==> src/rtl/pl_stim_sequencer.sv <==
// pl_stim_sequencer: holds a DUT in reset, then replays a programmed table of
// switch patterns with per-step delays and checks the DUT outputs against
// masked expected values at the end of every step.
// Optional build macro STIM_FIRSTFAIL_EN adds a first-failure capture port set
// (first_fail_vld / first_fail_idx / first_fail_obs).
module pl_stim_sequencer #(
   parameter int NUM_SW    = 4,
   parameter int OBS_W     = 52,
   parameter int DEPTH     = 16,
   parameter int DLY_W     = 16,
   parameter int RESET_CYC = 8,
   localparam int AW = $clog2(DEPTH),
   localparam int TW = DLY_W + NUM_SW + 2 * OBS_W
) (
   input  logic              clock,
   input  logic              resetn,
   input  logic              tbl_we,
   input  logic [AW-1:0]     tbl_addr,
   input  logic [TW-1:0]     tbl_wdata,
   input  logic [AW:0]       num_steps,
   input  logic              start,
   input  logic [OBS_W-1:0]  obs_in,
   output logic              dut_resetn,
   output logic [NUM_SW-1:0] sw_out,
   output logic              busy,
   output logic              done,
   output logic              pass,
   output logic [7:0]        err_count,
   output logic [AW-1:0]     step_idx
`ifdef STIM_FIRSTFAIL_EN
   ,
   output logic              first_fail_vld,
   output logic [AW-1:0]     first_fail_idx,
   output logic [OBS_W-1:0]  first_fail_obs
`endif
);

   localparam int RC_W = $clog2(RESET_CYC) + 1;
   localparam logic [RC_W-1:0]  RC_LAST = RC_W'(RESET_CYC - 1);
   localparam logic [AW:0]      DEPTH_S = (AW + 1)'(DEPTH);
   localparam logic [AW:0]      ONE_S   = (AW + 1)'(1);
   localparam logic [DLY_W-1:0] ONE_D   = DLY_W'(1);

   typedef enum logic [2:0] {
      IDLE,
      RST_HOLD,
      APPLY,
      WAIT,
      CHECK,
      DONE
   } state_t;

   state_t state;

   // Stimulus table; intentionally not reset so a run can be repeated after resetn
   logic [TW-1:0] tbl [DEPTH];

   logic [AW:0]        steps_lat;
   logic [DLY_W-1:0]   dly_cnt;
   logic [RC_W-1:0]    rst_cnt;

   logic [TW-1:0]      cur_entry;
   logic [DLY_W-1:0]   cur_dly;
   logic [NUM_SW-1:0]  cur_sw;
   logic [OBS_W-1:0]   cur_exp;
   logic [OBS_W-1:0]   cur_mask;
   logic               mismatch;
   logic               last_step;
   logic               table_open;
   logic [7:0]         err_inc;

   assign cur_entry  = tbl[step_idx];
   assign cur_dly    = cur_entry[TW-1 -: DLY_W];
   assign cur_sw     = cur_entry[2*OBS_W +: NUM_SW];
   assign cur_exp    = cur_entry[OBS_W +: OBS_W];
   assign cur_mask   = cur_entry[0 +: OBS_W];
   assign mismatch   = |((obs_in ^ cur_exp) & cur_mask);
   assign last_step  = (({1'b0, step_idx} + ONE_S) == steps_lat);
   assign table_open = (state == IDLE) || (state == DONE);
   assign err_inc    = (err_count == 8'hFF) ? err_count : err_count + 8'd1;

   // Table writes are only accepted while no run is in progress
   always_ff @(posedge clock) begin
      if (tbl_we && table_open) begin
         tbl[tbl_addr] <= tbl_wdata;
      end
   end

   // Run sequencer: reset hold, then apply/wait/check for each programmed step
   always_ff @(posedge clock or negedge resetn) begin
      if (!resetn) begin
         state          <= IDLE;
         dut_resetn     <= 1'b0;
         sw_out         <= '0;
         busy           <= 1'b0;
         done           <= 1'b0;
         pass           <= 1'b0;
         err_count      <= '0;
         step_idx       <= '0;
         steps_lat      <= '0;
         dly_cnt        <= '0;
         rst_cnt        <= '0;
`ifdef STIM_FIRSTFAIL_EN
         first_fail_vld <= 1'b0;
         first_fail_idx <= '0;
         first_fail_obs <= '0;
`endif
      end else begin
         case (state)
            IDLE, DONE: begin
               if (start) begin
                  steps_lat      <= (num_steps > DEPTH_S) ? DEPTH_S : num_steps;
                  err_count      <= '0;
                  step_idx       <= '0;
                  done           <= 1'b0;
                  pass           <= 1'b0;
                  busy           <= 1'b1;
                  dut_resetn     <= 1'b0;
                  sw_out         <= '0;
                  rst_cnt        <= '0;
`ifdef STIM_FIRSTFAIL_EN
                  first_fail_vld <= 1'b0;
                  first_fail_idx <= '0;
                  first_fail_obs <= '0;
`endif
                  state          <= RST_HOLD;
               end
            end
            RST_HOLD: begin
               dut_resetn <= 1'b0;
               sw_out     <= '0;
               if (rst_cnt == RC_LAST) begin
                  dut_resetn <= 1'b1;
                  if (steps_lat == '0) begin
                     busy  <= 1'b0;
                     done  <= 1'b1;
                     pass  <= 1'b1;
                     state <= DONE;
                  end else begin
                     state <= APPLY;
                  end
               end else begin
                  rst_cnt <= rst_cnt + 1'b1;
               end
            end
            APPLY: begin
               sw_out  <= cur_sw;
               dly_cnt <= (cur_dly == '0) ? ONE_D : cur_dly;
               state   <= WAIT;
            end
            WAIT: begin
               if (dly_cnt == ONE_D) begin
                  state <= CHECK;
               end else begin
                  dly_cnt <= dly_cnt - ONE_D;
               end
            end
            CHECK: begin
               if (mismatch) begin
                  err_count <= err_inc;
`ifdef STIM_FIRSTFAIL_EN
                  if (!first_fail_vld) begin
                     first_fail_vld <= 1'b1;
                     first_fail_idx <= step_idx;
                     first_fail_obs <= obs_in;
                  end
`endif
               end
               if (last_step) begin
                  busy  <= 1'b0;
                  done  <= 1'b1;
                  pass  <= !mismatch && (err_count == 8'd0);
                  state <= DONE;
               end else begin
                  step_idx <= step_idx + 1'b1;
                  state    <= APPLY;
               end
            end
            default: state <= IDLE;
         endcase
      end
   end

endmodule

==> config.mk <==
export PLATFORM = sky130hd
export DESIGN_NAME = pl_stim_sequencer
export DESIGN_NICKNAME = d
export VERILOG_FILES = /design/src/rtl/pl_stim_sequencer.sv
export SDC_FILE = /design/constraint.sdc
export NUM_CORES = 2
export LEC_CHECK = 0
export CORE_AREA = 4 4 427 429
export DETAILED_ROUTE_END_ITERATION = 8
export DIE_AREA = 0 0 431 433
export PLACE_DENSITY_LB_ADDON = 0.25
export SLEW_MARGIN = 20
export SYNTH_ARGS = -nofsm -noshare
export SYNTH_HDL_FRONTEND = slang
export SYNTH_SLANG_ARGS = --single-unit
==> constraint.sdc <==
create_clock -name clock -period 15.1 [get_ports clock]
set_clock_uncertainty 0.05 [all_clocks]
set_input_delay 3.02 -clock clock [delete_from_list [all_inputs] [get_ports clock]]
set_output_delay 3.02 -clock clock [all_outputs]
set_load 0.02 [all_outputs]
== Yosys cells after proc, flatten, opt, wreduce, memory -nomap -nowiden ==
Memories as Yosys holds them, arrays and structs flattened.
Index checks and enable logic that the tools add are counted.

* Add/subtract/negate cells: 5
* $lt $le $gt $ge: 1
* Eq/ne operators: 19
* Muxes and demuxes: 36
* Bitwise gates (word level): 2
* Reduce and logical (&&, ||, !) cells: 24

{| class="wikitable"
|+ Operator list
! cell !! count
|-
| 52-bit bitwise AND || 1
|-
| 52-bit OR reduction || 1
|-
| 52-bit XOR || 1
|-
| 16-bit 2-to-1 mux || 2
|-
| 16-bit one-hot mux with 2 select lines || 1
|-
| 8-bit 2-to-1 mux || 3
|-
| 2-bit != test (second input constant) || 10
|-
| 16-bit by 1-bit equality test with 1-bit output (second input constant) || 1
|-
| 16-bit zero test || 1
|-
| 4-bit one-hot mux with 2 select lines || 2
|-
| 8-bit one-hot mux with 2 select lines || 1
|-
| 16-bit by 1-bit subtractor with 16-bit output (second input constant) || 1
|-
| 3-bit 2-to-1 mux || 5
|-
| 3-bit one-hot mux with 5 select lines || 1
|-
| 1-bit 2-to-1 mux || 12
|-
| 4-bit 2-to-1 mux || 3
|-
| 4-bit one-hot mux with 3 select lines || 1
|-
| 1-bit one-hot mux with 3 select lines || 3
|-
| 3-bit AND reduction || 3
|-
| 4-bit by 1-bit adder with 4-bit output (second input constant) || 2
|-
| 8-bit by 1-bit adder with 8-bit output (second input constant) || 1
|-
| 8-bit equality test (second input constant) || 1
|-
| 8-bit zero test || 1
|-
| 2-bit AND reduction || 4
|-
| other kinds (19) || 25
|}

* Bits in registers: 48
* RAM bits: 1984
* Input bits: 189
* Output and inout port bits: 20
* Memories kept: 1

{| class="wikitable"
|+ Memory list
! memory !! depth !! width !! rd ports !! clocked after memory_dff !! wr ports !! line !! RTL
|-
| tbl || 16 || 124 || 1 || 0 || 1 || 56 || <nowiki>logic [TW-1:0] tbl [DEPTH];</nowiki>
|}

== Logic depth before layout (Yosys ltp) ==
An unclocked memory read counts as a cell.

* Depth in word-level cells: 8
* Gate-level depth with buffers: 18
* Gate-level depth less buffers: 11

== Worst setup path before layout ==
Ideal clock, no wire load.

* Path kind: input to register
* Start point: input port tbl_addr[1]
* End point: memory tbl[0][0] in the netlist's numbering, enable pin
* Setup time: 0.761 ns
* Data arrival time: 11.828 ns
* Required time: 14.289 ns
* Setup slack: 2.461 ns
* Stages: 2
* Buffers on the path: 0
* Cell sequence: or3_1 > nor3_1

{| class="wikitable"
|+ RTL lines
! element !! line !! RTL
|-
| start, declared || 18 || <nowiki>input logic [AW-1:0] tbl_addr,</nowiki>
|-
| end, declared || 56 ||
|}

No word-level cell before the write port.

== Final worst setup path ==
* Start point: register step_idx[1]
* End point: output port step_idx[1]

{| class="wikitable"
|+ RTL lines
! element !! line !! RTL
|-
| start, declared || 29 || <nowiki>output logic [AW-1:0] step_idx</nowiki>
|-
| start signal, assigned || 175 || <nowiki>step_idx <= step_idx + 1'b1;</nowiki>
|}

No word-level cell between the ends.

==> impl_results.md <==
* Grt ovf at 0
* Largest net degree at the start of global routing at 113
* Routability cong. at 0.774
* Largest delay share family, worst path: buffers and inverters
* Final ANT Viol Nets at 0
* Cell count after synthesis at 4101
* Initial antenna violation count at 40
* Hold Violations, Final at 0
* R2R cell count at 12
* Post-synth EDFFs at 1984
* Setup CP Type: reg2out
* Register-to-register setup slack at 8.29 ns
* Post-synth ARST share at 0.0236
* PortBufs at 208
* # hold bufs at CTS at 0
* CTS clk-pin slew, worst paths at 0.06 ns
* Crit path cell chain: buf_4, buf_4, buf_4, clkdlybuf4s50_1
* Synthesized cell area at 0.0800 sq mm
* TritonCTS Sinks at 2032
* CTS tree: yes
* R2r endpoint: err_count[0]
* Final Setup Violations at 0
* VDD IR max at 0.0926 mV
* Min-delay worst type: reg2reg
* Fillers at 14201
* Die Y-Extent at 433 um
* Max clock buf depth at 3
* Vias at 39573
* Iter 0 DRT Violations at 3071
* Unique masters post-synth at 81
* Reg-to-Reg Start: step_idx[1]
* Drt drc at 0
* Max-slew violation count at 0
* Top-area cell type share of the netlist area at 0.745
* Clk Latency, worst-skew pair at 0.81 ns
* Vias per cell at 5.72
* Wirelength per Cell at 27.8 um
* Lkg Pwr at 28.6 nW
* PwrDens at 124 mW/mm^2
* Max-cap violation count at 0
* Status: finished clean
* Max stage delay on crit path at 0.81 ns
* Die area at 0.187 sq mm
* Prevailing post-synth register cell: edfxtp_1
* Post-CTS Resized at 0
* Yosys Warn Count at 0
* I/O pins at 209
* Die X at 431 um
* Synth Area per Inst at 19.5 sq um
* Least-Margin Pin Slew at 1.08 ns
* RSZ-0062 raised after global routing: false
* Maximum clock frequency at 132 MHz
* Commonest non-fill, non-tap cell in the layout: edfxtp_1
* Crit path required time at 12.03 ns
* Cell mode on critical path: buf_4
* TNS Setup at 0 ns
* Crit-path max FO at 66
* Post-CTS Setup Inserts at 0
* Worst Hold Endpoint: done
* Area added between synthesis and finish at 13.7%
* Num rows at 155
* Ratio of final minimum period to clock period at 0.501
* Min-delay src: done
* Synth area leaders: edfxtp_1 74%, mux4_2 8.2%, xor2_1 3.5%
* Worst setup SP type: flop
* Final Routed Wirelength at 192000 um
* Util after Layout at 0.510
* Part of the Yosys area used for sequential elements at 0.760
* Min cycle time layout at 7.56 ns
* Nets at 4576
* Drt pass-1 iters at 7
* Register bit total from synthesis at 2032
* Commonest non-fill, non-tap cells in the layout: 1984 x edfxtp_1, 318 x xor2_1, 290 x mux4_2, 207 x clkdlybuf4s50_1, 204 x clkbuf_16
* Global-route usage over all layers at 0.205
* First-pass GRT wire length at 281000 um
* Syn nets at 4296
* Slowest CP cell: dfrtp_4
* Vias in the first global route at 39984
* Slew HR at 0.278
* CP Data Arrival Time at 4.49 ns
* Starting density of the core at 0.449
* Worst setup EP type: primary output
* Ratio of cells with drive above 1 in the final layout at 0.158
* H-Tree Depth at 4
* CTS buffer count at 200
* HPWL Detailed at 109000 um
* CORE AREA at 0.178 sq mm
* Root Buffer: clkbuf_16
* Hold path cells at 2
* Leading area contributor after synthesis: edfxtp_1
* Bufs and invs on worst path at 4
-- metal layers --
metal,global-route usage,share of wire
met1,0.285,0.43
met4,0.0557,0.024
met3,0.0325,0.053
met2,0.341,0.50
met5,0,0.00055
-- flip-flops by register name, summed over array words and instances (netlist names) --
name / flops
busy: 1
dly_cnt: 16
done: 1
dut_resetn: 1
err_count: 8
pass: 1
rst_cnt: 4
state: 3
step_idx: 4
steps_lat: 5
sw_out: 4
tbl: 1984
-- worst register-to-register path, stage by stage, from the launching register on --
cell      delay, ns
dfrtp_4        0.81
buf_4          0.74
buf_4          0.58
buf_4          0.73
mux4_1         0.49
xor2_1         0.16
a221oi_1       0.34
a21oi_1        0.17
or4_1          0.68
or4b_4         0.60
a221oi_4       0.57
nand2b_1       0.43
mux2_4         0.33
-- power by group --
part           switching [W]  total (W)  internal, W
Combinational       0.000148   0.000227    0.0000788
Clock                0.00205    0.00483      0.00278
Sequential       0.000000248    0.00619      0.00619
-- cell families after synthesis --
logic type	after synthesis	share of synthesized area
DFF	2032	0.760
buffers and inverters	241	0.0174
AOI/OAI and AO/OA	412	0.0368
adders and majority gates	6	0.000938
xor gates and xnor gates	411	0.0450
and+or+nand+nor	479	0.0285
muxes	520	0.112
-- layout make-up --
cell class / instances / area [sq um] / area share
clock inverter: 100 / 930 / 0.0102
tap: 2355 / 2950 / 0.0324
antenna: 14 / 35.0 / 0.000385
clock buffer: 270 / 5410 / 0.0595
inverter: 28 / 109 / 0.00120
sequential: 2032 / 60800 / 0.668
timing repair buffer: 291 / 2790 / 0.0307
multi-input combinational: 1828 / 17900 / 0.197
-- cell usage after synthesis, types with 23 or more instances --
cell / number
a31oi_1: 33
buf_2: 48
mux2_2: 37
mux2i_1: 189
a221oi_1: 53
buf_6: 25
o21ai_0: 79
mux4_2: 290
clkbuf_1: 75
a21oi_1: 53
nand2_1: 166
xor2_1: 318
edfxtp_1: 1984
dfrtp_1: 48
buf_4: 33
inv_1: 26
o211ai_1: 36
nor2_1: 82
xnor2_1: 93
nand3_1: 80
buf_1: 23
a22oi_1: 25
nor3_1: 44
-- through the flow --
stage          total power (W)  instances  area [sq um]  hold slack (ns)  setup slack, ns
2_1_floorplan          0.00638       4101         80000            0.400             2.46
3_3_place_gp           0.00653       6534         84600            0.419             7.10
3_5_place_dp           0.00654       6534         84600            0.442             7.07
4_1_cts                 0.0113       6904         90900            0.469             7.44
5_1_grt                 0.0116       6908         90900            0.497             7.31
6_report                0.0112       6918         90900            0.468             7.54
-- worst max path at each step --
stage,startpoint,end,cells past startpoint
5_1_grt,step_idx[1],step_idx[1],4
3_5_place_dp,obs_in[17],err_count[0],11
6_report,step_idx[1],step_idx[1],4
2_1_floorplan,tbl_addr[1],tbl[0][0],2
3_3_place_gp,obs_in[17],err_count[0],11
4_1_cts,step_idx[1],step_idx[1],4
No activity file was read; power rests on OpenSTA's default activity.
